==> src/rtl/gate_share_scheduler.sv <==
// gate_share_scheduler: shares one external 1-bit AND gate among four
// requesters. A round-robin winner's operands are latched, streamed through
// the gate LSB first, and the collected bits are returned as a WIDTH-bit result.
module gate_share_scheduler #(
  parameter int WIDTH = 8
) (
  input  logic                 clk,
  input  logic                 rst,
  input  logic [3:0]           req,
  input  logic [4*WIDTH-1:0]   a_bus,
  input  logic [4*WIDTH-1:0]   b_bus,
  output logic                 a,
  output logic                 b,
  input  logic                 y,
  output logic [3:0]           gnt,
  output logic [3:0]           done,
  output logic [WIDTH-1:0]     result,
  output logic                 busy
);

  localparam int IW = (WIDTH > 1) ? $clog2(WIDTH) : 1;
  localparam logic [IW-1:0] LAST_IDX = IW'(WIDTH - 1);

  typedef enum logic [1:0] {
    S_IDLE,
    S_SHIFT,
    S_DONE
  } state_e;

  state_e           state_q, state_d;
  logic [3:0]       gnt_q, gnt_d;
  logic [1:0]       ptr_q, ptr_d;
  logic [IW-1:0]    idx_q, idx_d;
  logic [WIDTH-1:0] op_a_q, op_a_d;
  logic [WIDTH-1:0] op_b_q, op_b_d;
  logic [WIDTH-1:0] shadow_q, shadow_d;
  logic [WIDTH-1:0] result_q, result_d;

  logic             win_found;
  logic [1:0]       win_idx;
  logic [1:0]       cand;

  // Round-robin search: first requester at or after the pointer, wrapping 3->0.
  always_comb begin
    // NOTE: every variable gets a default before any branch so no latch is inferred.
    win_found = 1'b0;
    win_idx   = ptr_q;
    cand      = ptr_q;
    for (int k = 0; k < 4; k++) begin
      cand = ptr_q + 2'(k);
      if (!win_found && req[cand]) begin
        win_found = 1'b1;
        win_idx   = cand;
      end
    end
  end

  // Next-state and output logic of the IDLE -> SHIFT -> DONE sequence.
  always_comb begin
    state_d  = state_q;
    gnt_d    = gnt_q;
    ptr_d    = ptr_q;
    idx_d    = idx_q;
    op_a_d   = op_a_q;
    op_b_d   = op_b_q;
    shadow_d = shadow_q;
    result_d = result_q;
    a        = 1'b0;
    b        = 1'b0;
    done     = 4'b0000;

    unique case (state_q)
      S_IDLE: begin
        if (win_found) begin
          gnt_d   = 4'b0001 << win_idx;
          ptr_d   = win_idx + 2'd1;
          op_a_d  = a_bus[win_idx*WIDTH +: WIDTH];
          op_b_d  = b_bus[win_idx*WIDTH +: WIDTH];
          idx_d   = '0;
          state_d = S_SHIFT;
        end
      end
      S_SHIFT: begin
        a               = op_a_q[idx_q];
        b               = op_b_q[idx_q];
        shadow_d[idx_q] = y;
        if (idx_q == LAST_IDX) begin
          // The last gate bit goes straight into the result on entry to DONE.
          result_d = shadow_d;
          state_d  = S_DONE;
        end else begin
          idx_d = idx_q + 1'b1;
        end
      end
      S_DONE: begin
        done    = gnt_q;
        gnt_d   = 4'b0000;
        state_d = S_IDLE;
      end
      default: state_d = S_IDLE;
    endcase
  end

  // State register with synchronous reset; reset wins over any request.
  always_ff @(posedge clk) begin
    // NOTE: sequential state uses non-blocking assignments so every flop samples pre-edge values.
    if (rst) begin
      state_q  <= S_IDLE;
      gnt_q    <= '0;
      ptr_q    <= '0;
      idx_q    <= '0;
      op_a_q   <= '0;
      op_b_q   <= '0;
      shadow_q <= '0;
      result_q <= '0;
    end else begin
      state_q  <= state_d;
      gnt_q    <= gnt_d;
      ptr_q    <= ptr_d;
      idx_q    <= idx_d;
      op_a_q   <= op_a_d;
      op_b_q   <= op_b_d;
      shadow_q <= shadow_d;
      result_q <= result_d;
    end
  end

  assign gnt    = gnt_q;
  assign result = result_q;
  assign busy   = (state_q != S_IDLE);

endmodule

==> config.mk <==
export PLATFORM = sky130hd
export DESIGN_NAME = gate_share_scheduler
export DESIGN_NICKNAME = d
export VERILOG_FILES = /design/src/rtl/gate_share_scheduler.sv
export SDC_FILE = /design/constraint.sdc
export NUM_CORES = 1
export LEC_CHECK = 0
export ABC_AREA = 1
export CAP_MARGIN = 20
export CORE_ASPECT_RATIO = 1.75
export CORE_UTILIZATION = 40
export CTS_BUF_LIST = sky130_fd_sc_hd__clkbuf_4 sky130_fd_sc_hd__clkbuf_8
export DETAILED_ROUTE_END_ITERATION = 6
export PLACE_DENSITY = 0.7
export SYNTH_ARGS = -nofsm -noshare
export SYNTH_HDL_FRONTEND = slang
export SYNTH_SLANG_ARGS = --single-unit
export TNS_END_PERCENT = 1
==> constraint.sdc <==
create_clock -name clk -period 2.3 [get_ports clk]
set_input_delay 0.46 -clock clk [delete_from_list [all_inputs] [get_ports clk]]
set_output_delay 0.46 -clock clk [all_outputs]
set_load 0.02 [all_outputs]
; Word-level counts from Yosys, hierarchy flattened
; Cells that the tools add are included.
[totals]
register_bits = 43
word_cells = 77
output_inout_bits = 19
input_bits = 71
[op_classes]
n_lt_le_gt_ge = 6
addsub = 5
shift = 3
n_mux = 33
eq_ne = 6
reduce_logical = 16
[op_table]
columns = operator, count
row1 = $shiftx 32x6->8, 2
row2 = $mux 1, 13
row3 = $lt 2x3->1 const B, 4
row4 = $mux 2, 5
row5 = $bmux 1 s2, 4
row6 = $bwmux 8, 1
row7 = $mux 4, 2
row8 = $pmux 4 s2, 1
row9 = $reduce_and 2->1, 4
row10 = $bmux 1 s3, 2
row11 = $mux 3, 2
row12 = $ne 2x2->1 const B, 3
row13 = $pmux 3 s2, 1
row14 = $reduce_bool 2->1, 3
row15 = $add 2x1->2 const B, 2
row16 = $add 2x2->2 const B, 2
row17 = $logic_and 1x1->1, 4
row18 = $lt 3x4->1 const B, 1
row19 = $pmux 2 s2, 1
row20 = $shl 1x2->4 const A, 1
row21 = $add 3x1->3 const B, 1
row22 = $demux 1 s3, 1
row23 = $eq 3x3->1 const B, 1
row24 = $ge 3x1->1 const B, 1
row25 = 5 further kinds, 7

; Longest topological paths before layout
[logic_depth]
word_depth = 15
mapped_depth = 18
mapped_depth_nobuf = 16

; Worst setup path before layout
; OpenSTA, ideal clock, no wires.
[synth_timing]
path_type = reg2out
startpoint = register idx_q[0]
endpoint = output port a
path_stages_with_launch = 7
path_slack_ps = 486
t_arrival_ps = 1354
required_ps = 1840
path_buffers = 0
cell_sequence = dfxtp_1 > inv_1 > nor3_1 > nand2_1 > o21ai_0 > nor2_1 > a21oi_1
[synth_via]
elab_chain_cells = 3
[synth_rtl]
columns = element, line_no
row1 = start: declaration, 33  ; logic [IW-1:0] idx_q, idx_d;
row2 = start signal: assignment, 120  ; idx_q <= idx_d;
row3 = $bmux 1 s3, 84  ; a = op_a_q[idx_q];
row4 = $mux 1 (implied by the code), 84
row5 = $mux 1, 72  ; unique case (state_q)
row6 = end: declaration, 12  ; output logic a,
; Every way passes these cells. The select of a mux whose other input is x is not followed.

; Final worst setup path
[layout_timing]
startpoint = register idx_q[1]
endpoint = output port b
[layout_via]
elab_chain_cells = 3
[layout_rtl]
columns = element, line_no
row1 = $bmux 1 s3, 85  ; b = op_b_q[idx_q];
row2 = $mux 1 (implied by the code), 85
row3 = $mux 1, 72
row4 = end: declaration, 13  ; output logic b,
; Every way passes these cells. The select of a mux whose other input is x is not followed.

==> flow_summary.json <==
{
  "highest_layer": "met4",
  "start_util_pct": 41.5,
  "place_congestion": 0.855,
  "max_freq_mhz": 444,
  "finalClockSkew_ps": 3.09,
  "final_common_cell": "nand2_1",
  "leakagePower_nw": 2.17,
  "syn_avg_cell_area_sq_um": 5.77,
  "async_reset_ff_share_pct": 0,
  "cp.required_ps": 1840,
  "synth_top_family_by_area": "simple AND/OR/NAND/NOR gates",
  "coreArea_sq_um": 7230,
  "wl_um": 8530,
  "num_antenna_cells": 0,
  "regArea_sq_um": 870,
  "die-area_sq_um": 7870,
  "grt.total_usage_pct": 23.6,
  "syn_to_final_growth_pct": 43.0,
  "yosysWarnings": 0,
  "cts_max_path_buffers": 2,
  "switching_share_pct": 48.7,
  "route.met2.wl_um": 4700,
  "cts_tree": "done",
  "clock_latency_ps": 300,
  "p_sw_w": 0.00247,
  "ios": 90,
  "detail_route.first_pass.iterations": 5,
  "yosys.area.top_type": "dfxtp_1",
  "worstPathArrival_ps": 1790,
  "nets": 694,
  "power.share.sequential_pct": 20.8,
  "critPathMaxFanout": 4,
  "wl_met1_um": 3410,
  "combPwrFrac_pct": 67.0,
  "period_minus_slack_ps": 2250,
  "power_w": 0.00507,
  "synthXorXnorAreaFrac_pct": 0,
  "pwr_density_cell_nw_per_um2": 1180,
  "cts.htree.levels": 2,
  "drt.antenna.violating_nets": 0,
  "mostFrequentLayoutCells": "nand2_1 (163), clkdlybuf4s50_1 (87), nand3_1 (86)",
  "synthSimpleGateAreaFrac_pct": 43.8,
  "synth-seq-area-share_pct": 28.7,
  "synth_top_area_share_pct": 28.7,
  "holdWs_ps": 489,
  "vias": 3522,
  "multi_input_area_sq_um": 1730,
  "synth_nets": 593,
  "netlist_instances": 520,
  "tightest_slew_ps": 510,
  "drv_slew": 0,
  "final_util_pct": 59.3,
  "synthMuxAreaShare_pct": 0,
  "drc": 0,
  "grt_setup_unrepaired": "true",
  "share_clk_of_total_power_pct": 12.1,
  "netlist_area_sq_um": 3000,
  "synth-compound-area-share_pct": 12.2,
  "dp_slack_ps": -96.1,
  "grt_pass1_wl_um": 14500,
  "die_h_um": 117,
  "dp_hpwl_um": 6550,
  "max_slew_margin_pct": 65.9,
  "irDropWorstVdd_v": 0.000709,
  "die_w_um": 67.5,
  "clk_pin_slew_ps": 80,
  "drtIter0Drc": 168,
  "grt_start_max_net_pins": 44,
  "finalHoldViolCount": 0,
  "synth_edf_count": 0,
  "nFillCells": 727,
  "ctsHoldBuffers": 0,
  "synth_area_leaders": "dfxtp_1 (29%), nand2_1 (20%), nand3_1 (15%)",
  "fp-row-count": 41,
  "antenna_found_initial": 0,
  "viasPerCell": 4.97,
  "cts-root-buf": "clkbuf_8",
  "maxCapViolations": 0,
  "grt_pass1_vias": 3391,
  "finalSetupViolations": 0,
  "synth_cell_types": 25,
  "cts.sinks": 43,
  "worst_slack_ps": 48.7,
  "finalCritPeriodShare_pct": 97.9,
  "ys_ff_latch": 43,
  "synth_ff_type": "dfxtp_1",
  "routed-wl-met3_um": 264,
  "synth_fa_ha_area_share_pct": 0.834,
  "overflow": 0,
  "p_int_w": 0.00260,
  "numCtsBuffers": 5,
  "worstSetupPathType": "register to output pin",
  "hold_path_class": "register to register",
  "wl_per_cell_um": 12.0,
  "cp-end-kind": "output pin",
  "drive_gt1_share_pct": 11.4,
  "status": "finished clean",
  "start_kind": "register",
  "port_buffers": 89
}
[cell families after synthesis]
| family | Yosys count |
|---|---|
| AO/OA/AOI/OAI | 67 |
| adder cells (fa/ha/maj) | 2 |
| buffers and inverters | 105 |
| flip-flops | 43 |
| AND/OR/NAND/NOR | 303 |
[area by class of cell]
class	instances	area share (%)
flip-flops and latches	43	20.3
clock inverters	2	0.816
multi-input cells	372	40.4
clock buffers	6	1.92
repair buffers	119	27.1
well taps	86	2.51
inverters	80	7.00
[final timing paths]
check / startpoint / endpoint / slack [ps] / depth (start not counted)
min reg2reg: gnt[0] / gnt[0] / 490 / 2
max reg2reg: ptr_q[0] / op_b_q[0] / 250 / 17
max: idx_q[1] / b / 50 / 6
min: gnt[0] / gnt[0] / 490 / 2
[sequential cells by signal, indices dropped and copies added (netlist names)]
signal and flops:
op_a_q 8, op_b_q 8, result 8, shadow_q 8, gnt 4, idx_q 3, ptr_q 2, state_q 2
[per-layer routing]
layer,vias up,GRT usage [%]
li1,1840,-
met1,1594,25.6
met2,76,44.6
met3,12,3.32
met4,0,7.94
met5,-,0
[critical path, stage by stage, from the launching register on]
cell and delay, ps:
dfxtp_2 370, inv_1 60, buf_4 140, nand3_1 130
o21ai_0 120, o41a_1 400, clkdlybuf4s15_2 260
[Yosys cell counts (3+ instances only)]
library cell and instances:
nand2_1 163, nand3_1 89, inv_1 75, dfxtp_1 43
nor2_1 35, a21oi_1 29, o21ai_0 28, clkbuf_1 10
buf_2 8, nand2_2 8, inv_2 5, o22ai_1 4
buf_6 3, nand4_2 3
[what timing repair did]
action                                  CTS  global route
setup buffers                             0             0
resized for setup                         8            11
endpoints found under the setup margin    2            27
hold endpoints to repair                  0             0
[stage by stage]
stage,cells,TNS [ps],area [sq um]
after floorplan,520,0,3000
after global placement,700,-112,4140
after detailed placement,700,-1000,4140
after CTS,708,0,4270
after global routing,708,-10.1,4290
final,708,0,4290
[power groups by stage]
| stage | clock, W | sequential [W] | combinational (W) |
|---|---|---|---|
| floorplan | 0 | 0.00106 | 0.00241 |
| global placement | 0 | 0.00106 | 0.00329 |
| detailed placement | 0 | 0.00106 | 0.00336 |
| CTS | 0.000631 | 0.00105 | 0.00337 |
| global route | 0.000662 | 0.00108 | 0.00387 |
| finish | 0.000615 | 0.00106 | 0.00340 |
No activity file was read; power rests on OpenSTA's default activity.
